**src/rtl/simd_result_unpacker_if.sv**
```systemverilog
// Handshake and data bundle between the SIMD ALU result stage, the unpacker and downstream logic.
// The slave modport is the unpacker's view; master is the view of whatever drives and consumes it.
interface simd_result_unpacker_if #(
    parameter int SLICE_W    = 4,
    parameter int NUM_SLICES = 8
);
    localparam int DATA_W = SLICE_W * NUM_SLICES;

    logic                  in_valid;
    logic                  in_ready;
    logic [1:0]            USE_SIMD;
    logic [DATA_W-1:0]     S;
    logic [NUM_SLICES-1:0] result_SIDM_carry_out;
    logic                  out_valid;
    logic                  out_ready;
    logic [DATA_W-1:0]     out_lane;
    logic                  out_carry;
    logic [2:0]            out_lane_idx;
    logic                  out_last;

    modport slave (
        input  in_valid, USE_SIMD, S, result_SIDM_carry_out, out_ready,
        output in_ready, out_valid, out_lane, out_carry, out_lane_idx, out_last
    );

    modport master (
        output in_valid, USE_SIMD, S, result_SIDM_carry_out, out_ready,
        input  in_ready, out_valid, out_lane, out_carry, out_lane_idx, out_last
    );
endinterface

```
**src/rtl/simd_result_unpacker.sv**
```systemverilog
// Captures one SIMD ALU result word with its slice carries and streams it out as 1/2/4/8 lanes,
// one lane per cycle, each lane carrying the carry-out of its top slice.
//
// state | meaning
// IDLE  | no word held, in_ready=1, out_valid=0
// DRAIN | word held, presenting lane cnt_q
module simd_result_unpacker #(
    parameter int SLICE_W    = 4,
    parameter int NUM_SLICES = 8,
    parameter int SIGN_EXT   = 0
) (
    input  logic                 clk,
    input  logic                 reset,
    simd_result_unpacker_if.slave bus
);
    localparam int DATA_W = SLICE_W * NUM_SLICES;

    typedef enum logic {
        IDLE,
        DRAIN
    } state_t;

    state_t                state_q, state_d;
    logic [DATA_W-1:0]     buf_q, buf_d;
    logic [NUM_SLICES-1:0] cbuf_q, cbuf_d;
    logic [1:0]            mode_q, mode_d;
    logic [2:0]            cnt_q, cnt_d;

    int                    lane_w;
    int                    lane_slices;
    int                    lane_off;
    logic [DATA_W-1:0]     lane_shifted;
    logic [DATA_W-1:0]     msb_shifted;
    logic [NUM_SLICES-1:0] carry_shifted;
    logic [DATA_W-1:0]     lane_val;
    logic                  carry_val;
    logic [2:0]            last_idx;
    logic                  is_last;
    logic                  valid;
    logic                  ready;
    logic                  capture;

    // Lane extraction works purely from the latched word, mode and counter.
    always_comb begin
        lane_w        = DATA_W >> mode_q;
        lane_slices   = NUM_SLICES >> mode_q;
        lane_off      = int'(cnt_q) * lane_w;
        lane_shifted  = buf_q >> lane_off;
        msb_shifted   = buf_q >> (lane_off + lane_w - 1);
        carry_shifted = cbuf_q >> ((int'(cnt_q) + 1) * lane_slices - 1);
        carry_val     = carry_shifted[0];
        lane_val      = '0;
        for (int b = 0; b < DATA_W; b++) begin
            if (b < lane_w) begin
                lane_val[b] = lane_shifted[b];
            end else if (SIGN_EXT != 0) begin
                lane_val[b] = msb_shifted[0];
            end
        end
        last_idx = 3'((1 << mode_q) - 1);
    end

    assign is_last = (cnt_q == last_idx);
    assign valid   = (state_q == DRAIN);
    assign ready   = !valid || (bus.out_ready && is_last);
    assign capture = bus.in_valid && ready;

    always_comb begin
        state_d = state_q;
        buf_d   = buf_q;
        cbuf_d  = cbuf_q;
        mode_d  = mode_q;
        cnt_d   = cnt_q;
        unique case (state_q)
            IDLE: begin
            end
            DRAIN: begin
                if (bus.out_ready) begin
                    if (is_last) begin
                        state_d = IDLE;
                    end else begin
                        cnt_d = cnt_q + 3'd1;
                    end
                end
            end
            default: state_d = IDLE;
        endcase
        // A capture on the last-lane handshake overrides the return to IDLE.
        if (capture) begin
            state_d = DRAIN;
            buf_d   = bus.S;
            cbuf_d  = bus.result_SIDM_carry_out;
            mode_d  = bus.USE_SIMD;
            cnt_d   = 3'd0;
        end
    end

    always_ff @(posedge clk) begin
        if (reset) begin
            state_q <= IDLE;
            buf_q   <= '0;
            cbuf_q  <= '0;
            mode_q  <= 2'b00;
            cnt_q   <= 3'd0;
        end else begin
            state_q <= state_d;
            buf_q   <= buf_d;
            cbuf_q  <= cbuf_d;
            mode_q  <= mode_d;
            cnt_q   <= cnt_d;
        end
    end

    assign bus.in_ready     = ready;
    assign bus.out_valid    = valid;
    assign bus.out_lane     = valid ? lane_val : '0;
    assign bus.out_carry    = valid && carry_val;
    assign bus.out_lane_idx = valid ? cnt_q : 3'd0;
    assign bus.out_last     = valid && is_last;
endmodule

```
**src/flat_wrapper.sv**
```systemverilog
// flat-port wrapper written by rule: the top's interface ports become plain ports
module simd_result_unpacker_flat 
#(
    parameter int SLICE_W    = 4,
    parameter int NUM_SLICES = 8,
    parameter int SIGN_EXT   = 0
)
  (clk, reset, bus_in_valid, bus_USE_SIMD, bus_S, bus_result_SIDM_carry_out, bus_out_ready, bus_in_ready, bus_out_valid, bus_out_lane, bus_out_carry, bus_out_lane_idx, bus_out_last);
  simd_result_unpacker_if #(.SLICE_W(SLICE_W), .NUM_SLICES(NUM_SLICES)) bus_i ();
  input  logic clk;
  input  logic reset;
  input wire logic [$bits(bus_i.in_valid)-1:0] bus_in_valid;
  input wire logic [$bits(bus_i.USE_SIMD)-1:0] bus_USE_SIMD;
  input wire logic [$bits(bus_i.S)-1:0] bus_S;
  input wire logic [$bits(bus_i.result_SIDM_carry_out)-1:0] bus_result_SIDM_carry_out;
  input wire logic [$bits(bus_i.out_ready)-1:0] bus_out_ready;
  output wire logic [$bits(bus_i.in_ready)-1:0] bus_in_ready;
  output wire logic [$bits(bus_i.out_valid)-1:0] bus_out_valid;
  output wire logic [$bits(bus_i.out_lane)-1:0] bus_out_lane;
  output wire logic [$bits(bus_i.out_carry)-1:0] bus_out_carry;
  output wire logic [$bits(bus_i.out_lane_idx)-1:0] bus_out_lane_idx;
  output wire logic [$bits(bus_i.out_last)-1:0] bus_out_last;
  assign bus_i.in_valid = bus_in_valid;
  assign bus_i.USE_SIMD = bus_USE_SIMD;
  assign bus_i.S = bus_S;
  assign bus_i.result_SIDM_carry_out = bus_result_SIDM_carry_out;
  assign bus_i.out_ready = bus_out_ready;
  assign bus_in_ready = bus_i.in_ready;
  assign bus_out_valid = bus_i.out_valid;
  assign bus_out_lane = bus_i.out_lane;
  assign bus_out_carry = bus_i.out_carry;
  assign bus_out_lane_idx = bus_i.out_lane_idx;
  assign bus_out_last = bus_i.out_last;
  simd_result_unpacker #(.SLICE_W(SLICE_W), .NUM_SLICES(NUM_SLICES), .SIGN_EXT(SIGN_EXT)) u_core (.clk(clk), .reset(reset), .bus(bus_i));
endmodule
```
**config.mk**
```make
export PLATFORM = sky130hd
export DESIGN_NAME = simd_result_unpacker_flat
export DESIGN_NICKNAME = d
export VERILOG_FILES = /design/src/rtl/simd_result_unpacker_if.sv /design/src/rtl/simd_result_unpacker.sv /design/src/flat_wrapper.sv
export SDC_FILE = /design/constraint.sdc
export NUM_CORES = 1
export LEC_CHECK = 0
export ABC_AREA = 1
export ABC_CLOCK_PERIOD_IN_PS = 11700
export BUFFER_PORTS_ARGS = -buffer_cell sky130_fd_sc_hd__clkbuf_2
export CAP_MARGIN = 5
export CORE_UTILIZATION = 55
export DETAILED_ROUTE_END_ITERATION = 12
export GPL_ROUTABILITY_DRIVEN = 0
export PLACE_DENSITY_LB_ADDON = 0.25
export SLEW_MARGIN = 0
export SYNTH_ARGS = -nofsm -noshare
export SYNTH_HDL_FRONTEND = slang
export SYNTH_SLANG_ARGS = --single-unit
export TNS_END_PERCENT = 100
```
**constraint.sdc**
```tcl
create_clock -name clk -period 11.7 [get_ports clk]
set_input_delay 1.17 -clock clk [delete_from_list [all_inputs] [get_ports clk]]
set_output_delay 1.17 -clock clk [all_outputs]
set_load 0.02 [all_outputs]
```
==> run_summary.xml <==
<?xml version="1.0" encoding="UTF-8"?>
<metrics>
  <group name="critical_path">
    <metric name="worst_setup_path_startpoint" unit="">u_core.cnt_q[0]$_SDFFE_PP0P_</metric>
    <metric name="critPathRequiredTime" unit="ns">10.53</metric>
    <metric name="ff2ff_path_depth" unit="">13</metric>
    <metric name="worst_setup_path_start_kind" unit="">flip-flop</metric>
    <metric name="worst_ep_arrival_time" unit="ns">5.13</metric>
    <metric name="rr_endpoint" unit="">u_core.cnt_q[0]$_SDFFE_PP0P_</metric>
    <metric name="worstSetupEndpoint" unit="">bus_out_carry</metric>
    <metric name="critPathCaptureType" unit="">primary output</metric>
    <metric name="path_class" unit="">reg -&gt; out</metric>
    <metric name="critical_path.max_fanout" unit="">9</metric>
    <metric name="worst_path_cell_with_the_longest_stage_delay" unit="">sky130_fd_sc_hd__fa_1</metric>
    <metric name="worstPathCellList" unit="">ha_1 &gt; xor2_1 &gt; nand2_1 &gt; fa_1 &gt; inv_1 &gt; ha_1 &gt; inv_1 &gt; fa_1 &gt; inv_1 &gt; fa_1 &gt; nand2_1 &gt; inv_1 &gt; nand2_1 &gt; nand2_1 &gt; nand3_1 &gt; nand2_1 &gt; ha_1 &gt; nor3_1 &gt; o211ai_1 &gt; nor2_1 &gt; nand3_1 &gt; nor3_1 &gt; clkbuf_2</metric>
    <metric name="critPathBufInv" unit="">5</metric>
    <metric name="r2r-start" unit="">u_core.mode_q[0]$_SDFFE_PP0P_</metric>
    <metric name="cpPeakStageDelay" unit="ns">0.56</metric>
    <metric name="r2r_slack" unit="ns">9.08</metric>
    <metric name="cell_with_the_most_instances_on_the_worst_path" unit="">sky130_fd_sc_hd__nand2_1</metric>
    <metric name="worst_path_dominant_cell_family" unit="">adder cells</metric>
    <metric name="crit_cells" unit="">23</metric>
  </group>
  <group name="yosys">
    <metric name="postSynthRegisterBits" unit="">46</metric>
    <metric name="yosys.area_share.adder" unit="%">14.5</metric>
    <metric name="postSynthNetCount" unit="">786</metric>
    <metric name="synth_top_family_by_area" unit="">simple AND/OR/NAND/NOR gates</metric>
    <metric name="dominant_cells_by_area_after_synthesis" unit="">sky130_fd_sc_hd__dfxtp_1 21%, sky130_fd_sc_hd__nand2_1 17%, sky130_fd_sc_hd__nand3_1 12%</metric>
    <metric name="synth.mux.area_fraction" unit="%">0</metric>
    <metric name="post_synth_and_or_nand_nor_area_fraction" unit="%">39.1</metric>
    <metric name="post_synth_instance_area" unit="um^2">4370</metric>
    <metric name="synthDominantAreaCellType" unit="">sky130_fd_sc_hd__dfxtp_1</metric>
    <metric name="synthesis.yosys.warnings" unit="">0</metric>
    <metric name="xor_and_xnor_fraction_of_the_mapped_netlist_area" unit="%">0.801</metric>
    <metric name="post_synth_inst_count" unit="">696</metric>
    <metric name="synth.avg_cell_area" unit="um^2">6.28</metric>
    <metric name="synth.yosys.seq_area_share" unit="%">21.1</metric>
    <metric name="synth_compound_area_share" unit="%">11.7</metric>
    <metric name="synth_top_area_share" unit="%">21.1</metric>
    <metric name="ys_types" unit="">35</metric>
  </group>
  <group name="sta">
    <metric name="timing.final.setup_violations" unit="">0</metric>
    <metric name="fmax" unit="MHz">159</metric>
    <metric name="totalNegativeSetupSlack" unit="ns">0</metric>
    <metric name="post-route-worst-setup-slack" unit="ns">5.40</metric>
    <metric name="timing.final.crit_share" unit="%">53.8</metric>
    <metric name="final-hold-violation-count" unit="">0</metric>
    <metric name="grt_setup_unrepaired" unit="">no</metric>
    <metric name="worst_skew" unit="ns">0.00475</metric>
    <metric name="finalCriticalPeriod" unit="ns">6.30</metric>
    <metric name="slew_viol_final" unit="">0</metric>
    <metric name="worst_slew_pin_slew" unit="ns">0.963</metric>
    <metric name="max_slew_margin" unit="%">35.8</metric>
  </group>
  <group name="clock_network">
    <metric name="post_cts.resized_instances" unit="">0</metric>
    <metric name="depth_of_the_cts_h_tree" unit="">2</metric>
    <metric name="cts_root_buffer" unit="">sky130_fd_sc_hd__clkbuf_8</metric>
    <metric name="worst_setup_hold_path_clk_slew" unit="ns">0.09</metric>
    <metric name="cts.repair_timing.setup_buffer_count" unit="">0</metric>
    <metric name="insertion_delay_to_the_later_sink_of_the_worst_skew_pair" unit="ns">0.30</metric>
    <metric name="cts_tree" unit="">done</metric>
    <metric name="cts.sinks" unit="">46</metric>
    <metric name="numCtsBuffers" unit="">5</metric>
    <metric name="maximum_buffer_depth_of_the_clock_tree" unit="">2</metric>
    <metric name="hold_buffers" unit="">0</metric>
  </group>
  <group name="detailed_routing">
    <metric name="final_antenna_net_count" unit="">0</metric>
    <metric name="drtPass1Iterations" unit="">5</metric>
    <metric name="vias_per_cell" unit="">5.50</metric>
    <metric name="drt_drc_violations_left" unit="">0</metric>
    <metric name="post_drt_wl_per_cell" unit="um">13.6</metric>
    <metric name="vias" unit="">4681</metric>
    <metric name="initialDrtViolationCount" unit="">315</metric>
    <metric name="total_routed_wirelength" unit="um">11600</metric>
  </group>
  <group name="final_layout">
    <metric name="layout-drive-gt1-share" unit="%">15.6</metric>
    <metric name="mostFrequentLayoutCell" unit="">sky130_fd_sc_hd__nand2_1</metric>
    <metric name="finalCoreUtilization" unit="%">61.5</metric>
    <metric name="finish.instance_area" unit="um^2">4750</metric>
    <metric name="final-seq-area" unit="um^2">921</metric>
    <metric name="multi_input_comb_area" unit="um^2">2890</metric>
    <metric name="final_cell_mix" unit="">195 x sky130_fd_sc_hd__nand2_1, 104 x sky130_fd_sc_hd__nand3_1, 84 x sky130_fd_sc_hd__clkbuf_2</metric>
    <metric name="syn_to_final_growth" unit="%">8.70</metric>
    <metric name="fillerInstances" unit="">794</metric>
    <metric name="antenna-diode-count" unit="">0</metric>
    <metric name="net_total_in_the_final_layout" unit="">838</metric>
  </group>
  <group name="floorplan">
    <metric name="io_pins" unit="">85</metric>
    <metric name="design.core.area" unit="um^2">7730</metric>
    <metric name="die_height" unit="um">91.2</metric>
    <metric name="die_area" unit="um^2">8310</metric>
    <metric name="dieWidth" unit="um">91.2</metric>
    <metric name="placement_rows" unit="">32</metric>
    <metric name="floorplan.initialDensity" unit="%">56.6</metric>
  </group>
  <group name="hold_path">
    <metric name="hold_path.class" unit="">reg -&gt; reg</metric>
  </group>
  <group name="run">
    <metric name="drv_cap" unit="">0</metric>
  </group>
  <group name="placement">
    <metric name="port-buffer-count" unit="">84</metric>
    <metric name="hpwlAfterDp" unit="um">8650</metric>
    <metric name="post-place-ws" unit="ns">5.81</metric>
    <metric name="instance_area_at_placement" unit="um^2">4660</metric>
  </group>
  <group name="grt">
    <metric name="globalRouteTotalUtil" unit="%">28.5</metric>
    <metric name="number_of_global_route_vias_before_repair" unit="">4176</metric>
    <metric name="grt_max_degree" unit="">45</metric>
    <metric name="grt_pass1_wl" unit="um">19500</metric>
    <metric name="initial_antenna_violation_count" unit="">0</metric>
    <metric name="grt_overflow_total" unit="">0</metric>
  </group>
  <group name="pwr">
    <metric name="total_power" unit="uW">430</metric>
    <metric name="power.leakage" unit="nW">2.41</metric>
    <metric name="ir_drop" unit="mV">0.0785</metric>
    <metric name="power_per_cell_area" unit="nW/um^2">90.3</metric>
  </group>
  <group name="status">
    <metric name="status" unit="">completed</metric>
  </group>
</metrics>
[stage by stage]
step	hold slack [ns]	instances
3_5_place_dp	0.453	843
4_1_cts	0.465	851
6_report	0.465	851
2_1_floorplan	0.436	696
5_1_grt	0.489	851
3_3_place_gp	0.449	843
[cells by family after synthesis]
| group | after synthesis |
|---|---|
| flip-flops | 46 |
| XOR/XNOR | 4 |
| buffers and inverters | 117 |
| AND/OR/NAND/NOR | 389 |
| adder cells (fa/ha/maj) | 44 |
| AO/OA/AOI/OAI | 96 |
[worst min-delay path, delay by kind of cell, from the launching register on]
family / cells / cell delay [ns]
DFF: 1 / 0.32
and+or+nand+nor: 1 / 0.06
AOI/OAI and AO/OA: 1 / 0.05
[cell usage after synthesis (all sizes together)]
library cell  instances
nand2               201
nand3               108
inv                  78
a21oi                71
nor2                 69
dfxtp                46
ha                   33
buf                  29
o21ai                20
fa                   11
clkbuf               10
nor3                  6
nand4                 4
xor2                  4
o211ai                2
a211oi                1
a31oi                 1
o21a                  1
or2                   1
[registers in the layout, indices dropped and copies added (netlist names)]
register / cells
u_core.cbuf_q: 8
u_core.buf_q: 32
u_core.cnt_q: 3
u_core.bus.out_valid: 1
u_core.mode_q: 2
[per-layer routing]
metal | global-route usage (%) | up-vias | wire length [um]
li1 | - | 2339 | -
met2 | 44.8 | 208 | 5160
met3 | 3.43 | 26 | 868
met5 | 0 | - | 0
met1 | 40.1 | 2108 | 5270
met4 | 10.1 | 0 | 310
[power breakdown]
part	internal, mW	switching [mW]
clock network	0.0489	0.0571
registers	0.168	0.00924
logic	0.0502	0.0958
total	0.267	0.162
[final cells by class]
cell class	count	area share [%]
multi-input combinational	533	60.8
clock buffer	7	1.82
clock inverter	1	0.184
tap	102	2.68
sequential	46	19.4
inverter	78	6.32
timing repair buffer	84	8.84
[worst min path at each step]
stage | start | end | slack [ns] | cells after the start
finish | u_core.cbuf_q[5]$_SDFFE_PP0P_ | u_core.cbuf_q[5]$_SDFFE_PP0P_ | 0.46 | 2
global placement | u_core.cbuf_q[4]$_SDFFE_PP0P_ | u_core.cbuf_q[4]$_SDFFE_PP0P_ | 0.45 | 2
CTS | u_core.cbuf_q[4]$_SDFFE_PP0P_ | u_core.cbuf_q[4]$_SDFFE_PP0P_ | 0.47 | 2
global route | u_core.buf_q[12]$_SDFFE_PP0P_ | u_core.buf_q[12]$_SDFFE_PP0P_ | 0.49 | 2
floorplan | u_core.cbuf_q[2]$_SDFFE_PP0P_ | u_core.cbuf_q[2]$_SDFFE_PP0P_ | 0.44 | 2
detailed placement | u_core.cbuf_q[4]$_SDFFE_PP0P_ | u_core.cbuf_q[4]$_SDFFE_PP0P_ | 0.45 | 2
(Power assumes the default switching activity.)
